**config.mk**
```make
export PLATFORM = sky130hd
export DESIGN_NAME = imem_loader_flat
export DESIGN_NICKNAME = d
export VERILOG_FILES = /design/src/rtl/imem_loader_pkg.sv /design/src/rtl/imem_loader_if.sv /design/src/rtl/imem_loader_packer.sv /design/src/rtl/imem_loader.sv /design/src/flat_wrapper.sv
export SDC_FILE = /design/constraint.sdc
export NUM_CORES = 1
export LEC_CHECK = 0
export CAP_MARGIN = 0
export CORE_ASPECT_RATIO = 2
export CORE_MARGIN = 10
export CORE_UTILIZATION = 55
export DETAILED_ROUTE_END_ITERATION = 12
export GPL_TIMING_DRIVEN = 1
export PLACE_DENSITY = 0.79
export SLEW_MARGIN = 15
export SYNTH_ARGS = -nofsm -noshare
export SYNTH_HDL_FRONTEND = slang
export SYNTH_HIERARCHICAL = 1
export SYNTH_SLANG_ARGS = --single-unit
```
**constraint.sdc**
```tcl
create_clock -name clk -period 2.3 [get_ports clk]
set_input_delay 0.46 -clock clk [delete_from_list [all_inputs] [get_ports clk]]
set_output_delay 0.46 -clock clk [all_outputs]
set_load 0.01 [all_outputs]
```
**src/rtl/imem_loader_pkg.sv**
```systemverilog
// Shared definitions for the instruction-memory loader.
//   state_t    : loader FSM encoding (3 bits)
//   LEN_BYTES  : bytes in the little-endian length header
//   WORD_BYTES : bytes per instruction word
package imem_loader_pkg;

  typedef enum logic [2:0] {
    IDLE  = 3'd0,
    LEN   = 3'd1,
    DATA  = 3'd2,
    WRITE = 3'd3,
    CHK   = 3'd4,
    DONE  = 3'd5,
    ERR   = 3'd6
  } state_t;

  localparam int LEN_BYTES  = 2;
  localparam int WORD_BYTES = 4;

  // States in which a load is in flight.
  function automatic logic is_busy(input state_t s);
    return (s == LEN) || (s == DATA) || (s == WRITE) || (s == CHK);
  endfunction

  // States in which a start pulse is honoured.
  function automatic logic can_start(input state_t s);
    return (s == IDLE) || (s == DONE) || (s == ERR);
  endfunction

endpackage

```
**src/rtl/imem_loader_if.sv**
```systemverilog
// Loader bus: byte stream in, instruction-memory write port out.
//   byte_in/byte_valid : stream data from the source
//   byte_ready         : loader accepts a byte this cycle
//   imem_we/addr/wdata : one-cycle word write into instruction RAM
// master = stream source and memory side, slave = the loader.
interface imem_loader_if #(
  parameter int ADDR_W = 8
) ();
  logic [7:0]        byte_in;
  logic              byte_valid;
  logic              byte_ready;
  logic              imem_we;
  logic [ADDR_W-1:0] imem_addr;
  logic [31:0]       imem_wdata;

  modport master (
    output byte_in, byte_valid,
    input  byte_ready, imem_we, imem_addr, imem_wdata
  );

  modport slave (
    input  byte_in, byte_valid,
    output byte_ready, imem_we, imem_addr, imem_wdata
  );
endinterface

```
**src/rtl/imem_loader_packer.sv**
```systemverilog
// Assembles WORD_BYTES bytes into a little-endian 32-bit word.
//   clk, reset : clock, synchronous active-low reset
//   clear      : rewind the byte index to 0 (word contents kept)
//   load       : accept byte_in into the current lane
//   word       : assembled word register
//   word_full  : this load writes the last lane of the word
module byte_packer
  import imem_loader_pkg::*;
(
  input  logic        clk,
  input  logic        reset,
  input  logic        clear,
  input  logic        load,
  input  logic [7:0]  byte_in,
  output logic [31:0] word,
  output logic        word_full
);

  logic [1:0] idx;

  always_ff @(posedge clk) begin
    if (!reset) begin
      idx  <= '0;
      word <= '0;
    end else if (clear) begin
      idx <= '0;
    end else if (load) begin
      word[{idx, 3'b000} +: 8] <= byte_in;
      idx                      <= idx + 2'd1;  // wraps to lane 0 after a full word
    end
  end

  assign word_full = load && (idx == 2'(WORD_BYTES - 1));

endmodule

```
**src/rtl/imem_loader.sv**
```systemverilog
// Instruction-memory loader: parses  len[2] | words[4*N] | xor[1]  from a
// byte stream, writes words to consecutive addresses, and releases the core
// only after a load whose checksum matches.
//   clk, reset : clock, synchronous active-low reset
//   start      : begin a load (honoured in IDLE/DONE/ERR)
//   bus        : stream handshake + memory write port (slave side)
//   core_hold  : 1 keeps the core in reset
//   busy       : load in flight
//   done / err : load result, held until the next start
module imem_loader
  import imem_loader_pkg::*;
#(
  parameter int ADDR_W    = 8,
  parameter int MAX_WORDS = 256  // must not exceed 2**ADDR_W
) (
  input  logic          clk,
  input  logic          reset,
  input  logic          start,
  imem_loader_if.slave  bus,
  output logic          core_hold,
  output logic          busy,
  output logic          done,
  output logic          err
);

  state_t            state, next_state;
  logic [15:0]       n_words;
  logic [15:0]       wcnt;
  logic              len_idx;
  logic [7:0]        csum;
  logic [ADDR_W-1:0] addr_q;
  logic              we_q;
  logic              byte_ready_c;
  logic              xfer;
  logic              enter_len;
  logic              word_full;
  logic [31:0]       word;
  logic [15:0]       n_next;

  assign xfer      = bus.byte_valid && byte_ready_c;
  assign enter_len = start && can_start(state);
  // Complete header as it will look once the current byte lands.
  assign n_next    = {bus.byte_in, n_words[7:0]};

  byte_packer u_packer (
    .clk       (clk),
    .reset     (reset),
    .clear     (enter_len),
    .load      ((state == DATA) && xfer),
    .byte_in   (bus.byte_in),
    .word      (word),
    .word_full (word_full)
  );

  // State register
  always_ff @(posedge clk) begin
    if (!reset) state <= IDLE;
    else        state <= next_state;
  end

  // Next-state logic
  always_comb begin
    next_state = state;
    unique case (state)
      IDLE, DONE, ERR: if (start) next_state = LEN;
      LEN: begin
        if (xfer && (len_idx == 1'(LEN_BYTES - 1))) begin
          if ((n_next == 16'd0) || (n_next > 16'(MAX_WORDS))) next_state = ERR;
          else                                                next_state = DATA;
        end
      end
      DATA:  if (word_full) next_state = WRITE;
      WRITE: next_state = ((wcnt + 16'd1) == n_words) ? CHK : DATA;
      CHK: begin
        if (xfer) next_state = (bus.byte_in == csum) ? DONE : ERR;
      end
      default: next_state = IDLE;
    endcase
  end

  // Output decode: byte_ready is the only combinational output.
  always_comb begin
    byte_ready_c = (state == LEN) || (state == DATA) || (state == CHK);
  end

  // Registered outputs follow next_state so they line up with the state
  // they describe; counters and checksum live here too.
  always_ff @(posedge clk) begin
    if (!reset) begin
      we_q      <= 1'b0;
      addr_q    <= '0;
      busy      <= 1'b0;
      done      <= 1'b0;
      err       <= 1'b0;
      core_hold <= 1'b1;
      n_words   <= '0;
      wcnt      <= '0;
      len_idx   <= 1'b0;
      csum      <= '0;
    end else begin
      we_q      <= (next_state == WRITE);
      busy      <= is_busy(next_state);
      done      <= (next_state == DONE);
      err       <= (next_state == ERR);
      core_hold <= (next_state != DONE);

      if (enter_len) begin
        addr_q  <= '0;
        wcnt    <= '0;
        len_idx <= 1'b0;
        csum    <= '0;
      end

      if ((state == LEN) && xfer) begin
        if (len_idx == 1'b0) n_words[7:0]  <= bus.byte_in;
        else                 n_words[15:8] <= bus.byte_in;
        len_idx <= ~len_idx;
      end

      if ((state == DATA) && xfer) csum <= csum ^ bus.byte_in;

      if (state == WRITE) begin
        addr_q <= addr_q + 1'b1;
        wcnt   <= wcnt + 16'd1;
      end
    end
  end

  assign bus.byte_ready = byte_ready_c;
  assign bus.imem_we    = we_q;
  assign bus.imem_addr  = addr_q;
  assign bus.imem_wdata = word;

endmodule
```
**src/flat_wrapper.sv**
```systemverilog
// flat-port wrapper written by rule: the top's interface ports become plain ports
module imem_loader_flat import imem_loader_pkg::*;
#(
  parameter int ADDR_W    = 8,
  parameter int MAX_WORDS = 256                              
)
  (clk, reset, start, core_hold, busy, done, err, bus_byte_in, bus_byte_valid, bus_byte_ready, bus_imem_we, bus_imem_addr, bus_imem_wdata);
  imem_loader_if #(.ADDR_W(ADDR_W)) bus_i ();
  input  logic clk;
  input  logic reset;
  input  logic start;
  output logic core_hold;
  output logic busy;
  output logic done;
  output logic err;
  input wire logic [$bits(bus_i.byte_in)-1:0] bus_byte_in;
  input wire logic [$bits(bus_i.byte_valid)-1:0] bus_byte_valid;
  output wire logic [$bits(bus_i.byte_ready)-1:0] bus_byte_ready;
  output wire logic [$bits(bus_i.imem_we)-1:0] bus_imem_we;
  output wire logic [$bits(bus_i.imem_addr)-1:0] bus_imem_addr;
  output wire logic [$bits(bus_i.imem_wdata)-1:0] bus_imem_wdata;
  assign bus_i.byte_in = bus_byte_in;
  assign bus_i.byte_valid = bus_byte_valid;
  assign bus_byte_ready = bus_i.byte_ready;
  assign bus_imem_we = bus_i.imem_we;
  assign bus_imem_addr = bus_i.imem_addr;
  assign bus_imem_wdata = bus_i.imem_wdata;
  imem_loader #(.ADDR_W(ADDR_W), .MAX_WORDS(MAX_WORDS)) u_core (.clk(clk), .reset(reset), .start(start), .bus(bus_i), .core_hold(core_hold), .busy(busy), .done(done), .err(err));
endmodule
```
==> key figures <==
Outcome
  • Status: complete, no violations

STA
  • Clk_skew: 4.029 ps
  • Fin. max-slew vios: 0
  • WHS: 465.4 ps
  • Final worst-path cycle share: 97.64%
  • Final min period: 2246 ps
  • F_max: 0.4453 GHz
  • Slew headroom: 59.96%
  • Final setup viols: 0
  • Slew @ Worst Pin: 599.3 ps
  • Fin. Hold Viols: 0
  • RSZ-0062 raised after global routing: false

Global route
  • Antenna violations before repair: 0
  • First-pass GRT wire length: 21890 µm
  • Largest net degree at the start of global routing: 38
  • GRT Overall Usage: 21.33%
  • Vias in the first global route: 4383
  • GR Overflow Total: 0

Logic synthesis
  • Synth top area share: 39.62%
  • Most common library cells after synthesis: dfxtp_1, nor2_1, a21oi_1, nand2_1, o21ai_0
  • Mapped Cells: 517
  • Number of synthesized register bits: 91
  • Most frequent cell after synthesis: dfxtp_1
  • Dominant cells by area after synthesis: dfxtp_1, nor2_1, mux2i_1
  • Post-Syn Area: 0.004598 mm²
  • Synthesized area per cell: 8.894 µm²
  • EDFF count, synth: 0
  • Synth Flop Type: dfxtp_1
  • Yosys warns: 6
  • Synth area leader: dfxtp_1
  • Synthesized Nets: 536
  • Seq/Total Area, Yosys: 39.62%
  • Async SR Flop Fraction: 0%
  • Distinct cells, synth: 70

Finish
  • Post-route cell area: 0.005832 mm²
  • Antenna cells: 0
  • Fillers: 658
  • Post-layout nets: 619
  • Area delta synth->final: 26.83%
  • Layout Cells excl Fill: 703
  • Share of layout cells above drive strength 1: 17.85%
  • Util after Layout: 70.84%

Die
  • Starting density of the core: 55.85%
  • I/O pins: 58
  • FP Rows: 47
  • Die Wd: 84.66 µm
  • Die Ht: 149.3 µm
  • Total core area: 0.008233 mm²
  • Full die area: 0.01264 mm²

Place
  • Placed Area: 0.005495 mm²
  • DP Cell Count: 687
  • Number of buffers added on ports: 57
  • Final HPWL DP: 10110 µm
  • Final GP Congestion: 0.9070

Min path
  • Hold Crit Start: u_core/u_packer/word[2]
  • WHS Endpoint: u_core/u_packer/word[2]
  • Worst Hold Class: flip-flop to flip-flop
  • Hold path cells: 1

Drt
  • Via-to-Cell Ratio: 6.110
  • Total wire length: 13500 µm
  • DRT Pass-1 Iters: 5
  • Detailed Route Iter0 Violations: 273
  • Post-DRT Antenna Nets: 0
  • Routed length per placed instance: 19.20 µm
  • Vias post-DR: 4295
  • DRC: 0

CTS
  • Worst-path clk slew: 60 ps
  • Num CTS Buffers: 9
  • Setup Buffers After CTS: 0
  • H-tree levels: 3
  • CTS tree: built
  • Clock Sinks: 91
  • CTS root buf: clkbuf_16
  • Max Root-Sink Buffers: 2
  • Hold buffer count at cts: 0
  • Clock latency at the later pin of the worst-skew pair: 340 ps

Setup path
  • Worst Reg-to-Reg Cells: 6
  • R2R Setup Slk: 150 ps
  • CP required: 1840 ps
  • WP data arrival: 1790 ps
  • Type of origin of the critical path: flip-flop
  • Crit-path max cell delay: 480 ps
  • CP max FO: 8
  • CP Buf/Inv Count: 2
  • Worst R2R Start: u_core/wcnt[7]
  • Reg-to-reg endpoint: u_core/state[1]
  • Slowest CP cell: clkdlybuf4s50_1
  • Crit end category: output port
  • Crit Path Class: flip-flop to output port
  • Crit path max-delay family: buffers and inverters
  • Critical path cell sequence: buf_4 -> xor2_2 -> mux2_2 -> clkdlybuf4s50_1

Run
  • Max cap viols: 0

Power
  • Pwr Density: 586.4 mW/mm²
  • Worst vdd ir: 0.5518 mV
  • Leakage: 2.309 nW
[how the worst max path moves through the flow]
stage               startpoint         endpoint  cells past startpoint  slack [ps]
2_1_floorplan   u_core/wcnt[0]  u_core/state[1]                      7         220
3_3_place_gp    bus_byte_in[1]  u_core/state[2]                      6        -130
3_5_place_dp    bus_byte_in[1]  u_core/state[2]                      6        -160
4_1_cts        u_core/state[0]   bus_byte_ready                      3          50
5_1_grt        u_core/state[1]   bus_byte_ready                      4           2
6_report       u_core/state[1]   bus_byte_ready                      4          50
[layout make-up]
cell class                      instances  area, µm²  share of cell area, %
Clock inverter                          6      72.57                  1.244
Multi-Input combinational cell        384       2596                  44.52
Inverter                                9      33.78                 0.5793
Clock buffer                           10      239.0                  4.098
Timing Repair Buffer                  105      943.4                  16.18
Tap cell                               98      122.6                  2.103
Sequential cell                        91       1824                  31.28
[state kept, by name (all words and copies together) (netlist names)]
signal                cells
u_core/bus.imem_addr      8
u_core/bus.imem_we        1
u_core/busy               1
u_core/core_hold          1
u_core/csum               8
u_core/done               1
u_core/err                1
u_core/len_idx            1
u_core/n_words           16
u_core/state              3
u_core/u_packer/idx       2
u_core/u_packer/word     32
u_core/wcnt              16
[logic make-up (layout without fill, tap and decap cells)]
group	count (synthesis)	count (layout)	share of synthesized area, %
compound gates	134	134	20.14
xor+xnor	29	29	5.524
fa+ha+maj	7	7	1.905
buf+inv	42	130	4.408
flops	91	91	39.62
mux	21	21	4.653
simple gates	193	193	23.76
[layout by cell type (no fill, tap or decap), types with 3 or more instances in the layout]
| cell | netlist | final |
|---|---|---|
| a21oi_1 | 35 | 35 |
| a31oi_1 | 4 | 4 |
| a32o_2 | 16 | 16 |
| and2_1 | 7 | 7 |
| and3_1 | 6 | 6 |
| buf_4 | 2 | 47 |
| clkbuf_16 | 0 | 9 |
| clkdlybuf4s50_1 | 0 | 57 |
| dfxtp_1 | 91 | 89 |
| ha_1 | 7 | 7 |
| inv_1 | 7 | 7 |
| mux2_2 | 3 | 3 |
| mux2i_1 | 18 | 18 |
| nand2_1 | 31 | 31 |
| nand2b_1 | 5 | 5 |
| nand3_1 | 9 | 9 |
| nand3b_1 | 20 | 20 |
| nand4_1 | 6 | 6 |
| nand4_2 | 3 | 3 |
| nor2_1 | 59 | 58 |
| nor2b_1 | 4 | 4 |
| nor3_1 | 4 | 4 |
| nor4_1 | 6 | 6 |
| o21a_1 | 5 | 5 |
| o21ai_0 | 30 | 30 |
| o22ai_1 | 11 | 11 |
| o2bb2ai_1 | 7 | 7 |
| or3_1 | 7 | 7 |
| or4_1 | 4 | 4 |
| xnor2_1 | 13 | 13 |
| xor2_1 | 16 | 15 |
[power breakdown]
| group | internal [W] | total, W | switching, W |
|---|---|---|---|
| Sequential | 0.00159 | 0.00161 | 0.0000185 |
| Clock | 0.000883 | 0.00153 | 0.000647 |
| Combinational | 0.000118 | 0.000281 | 0.000162 |
| Total | 0.00259 | 0.00342 | 0.000828 |
[per-stage QoR]
step | total power, W | setup WS, ps | setup TNS, ps
floorplan | 0.001783 | 222.7 | 0
global placement | 0.001911 | -132.4 | -308.0
detailed placement | 0.001918 | -162.9 | -379.7
CTS | 0.003427 | 46.15 | 0
global route | 0.003523 | 1.591 | 0
finish | 0.003420 | 54.33 | 0
[worst reg2reg max path: cells and delay by family, from the launching register on]
family | cells | cell delay [ps]
flops | 1 | 490
compound gates | 1 | 90
mux | 1 | 380
simple gates | 3 | 880
buf+inv | 1 | 190
[routing by layer]
| metal | wire [µm] | track usage, % |
|---|---|---|
| met1 | 4786 | 20.29 |
| met2 | 7268 | 38.20 |
| met3 | 516 | 4.158 |
| met4 | 925 | 17.47 |
| met5 | 0 | 0 |
[what timing repair did]
action                     CTS  global route
hold endpoints to repair     0             0
setup endpoints to repair    1             2
resized for setup            2             4
Note: power is estimated with default switching activity, not from simulation.
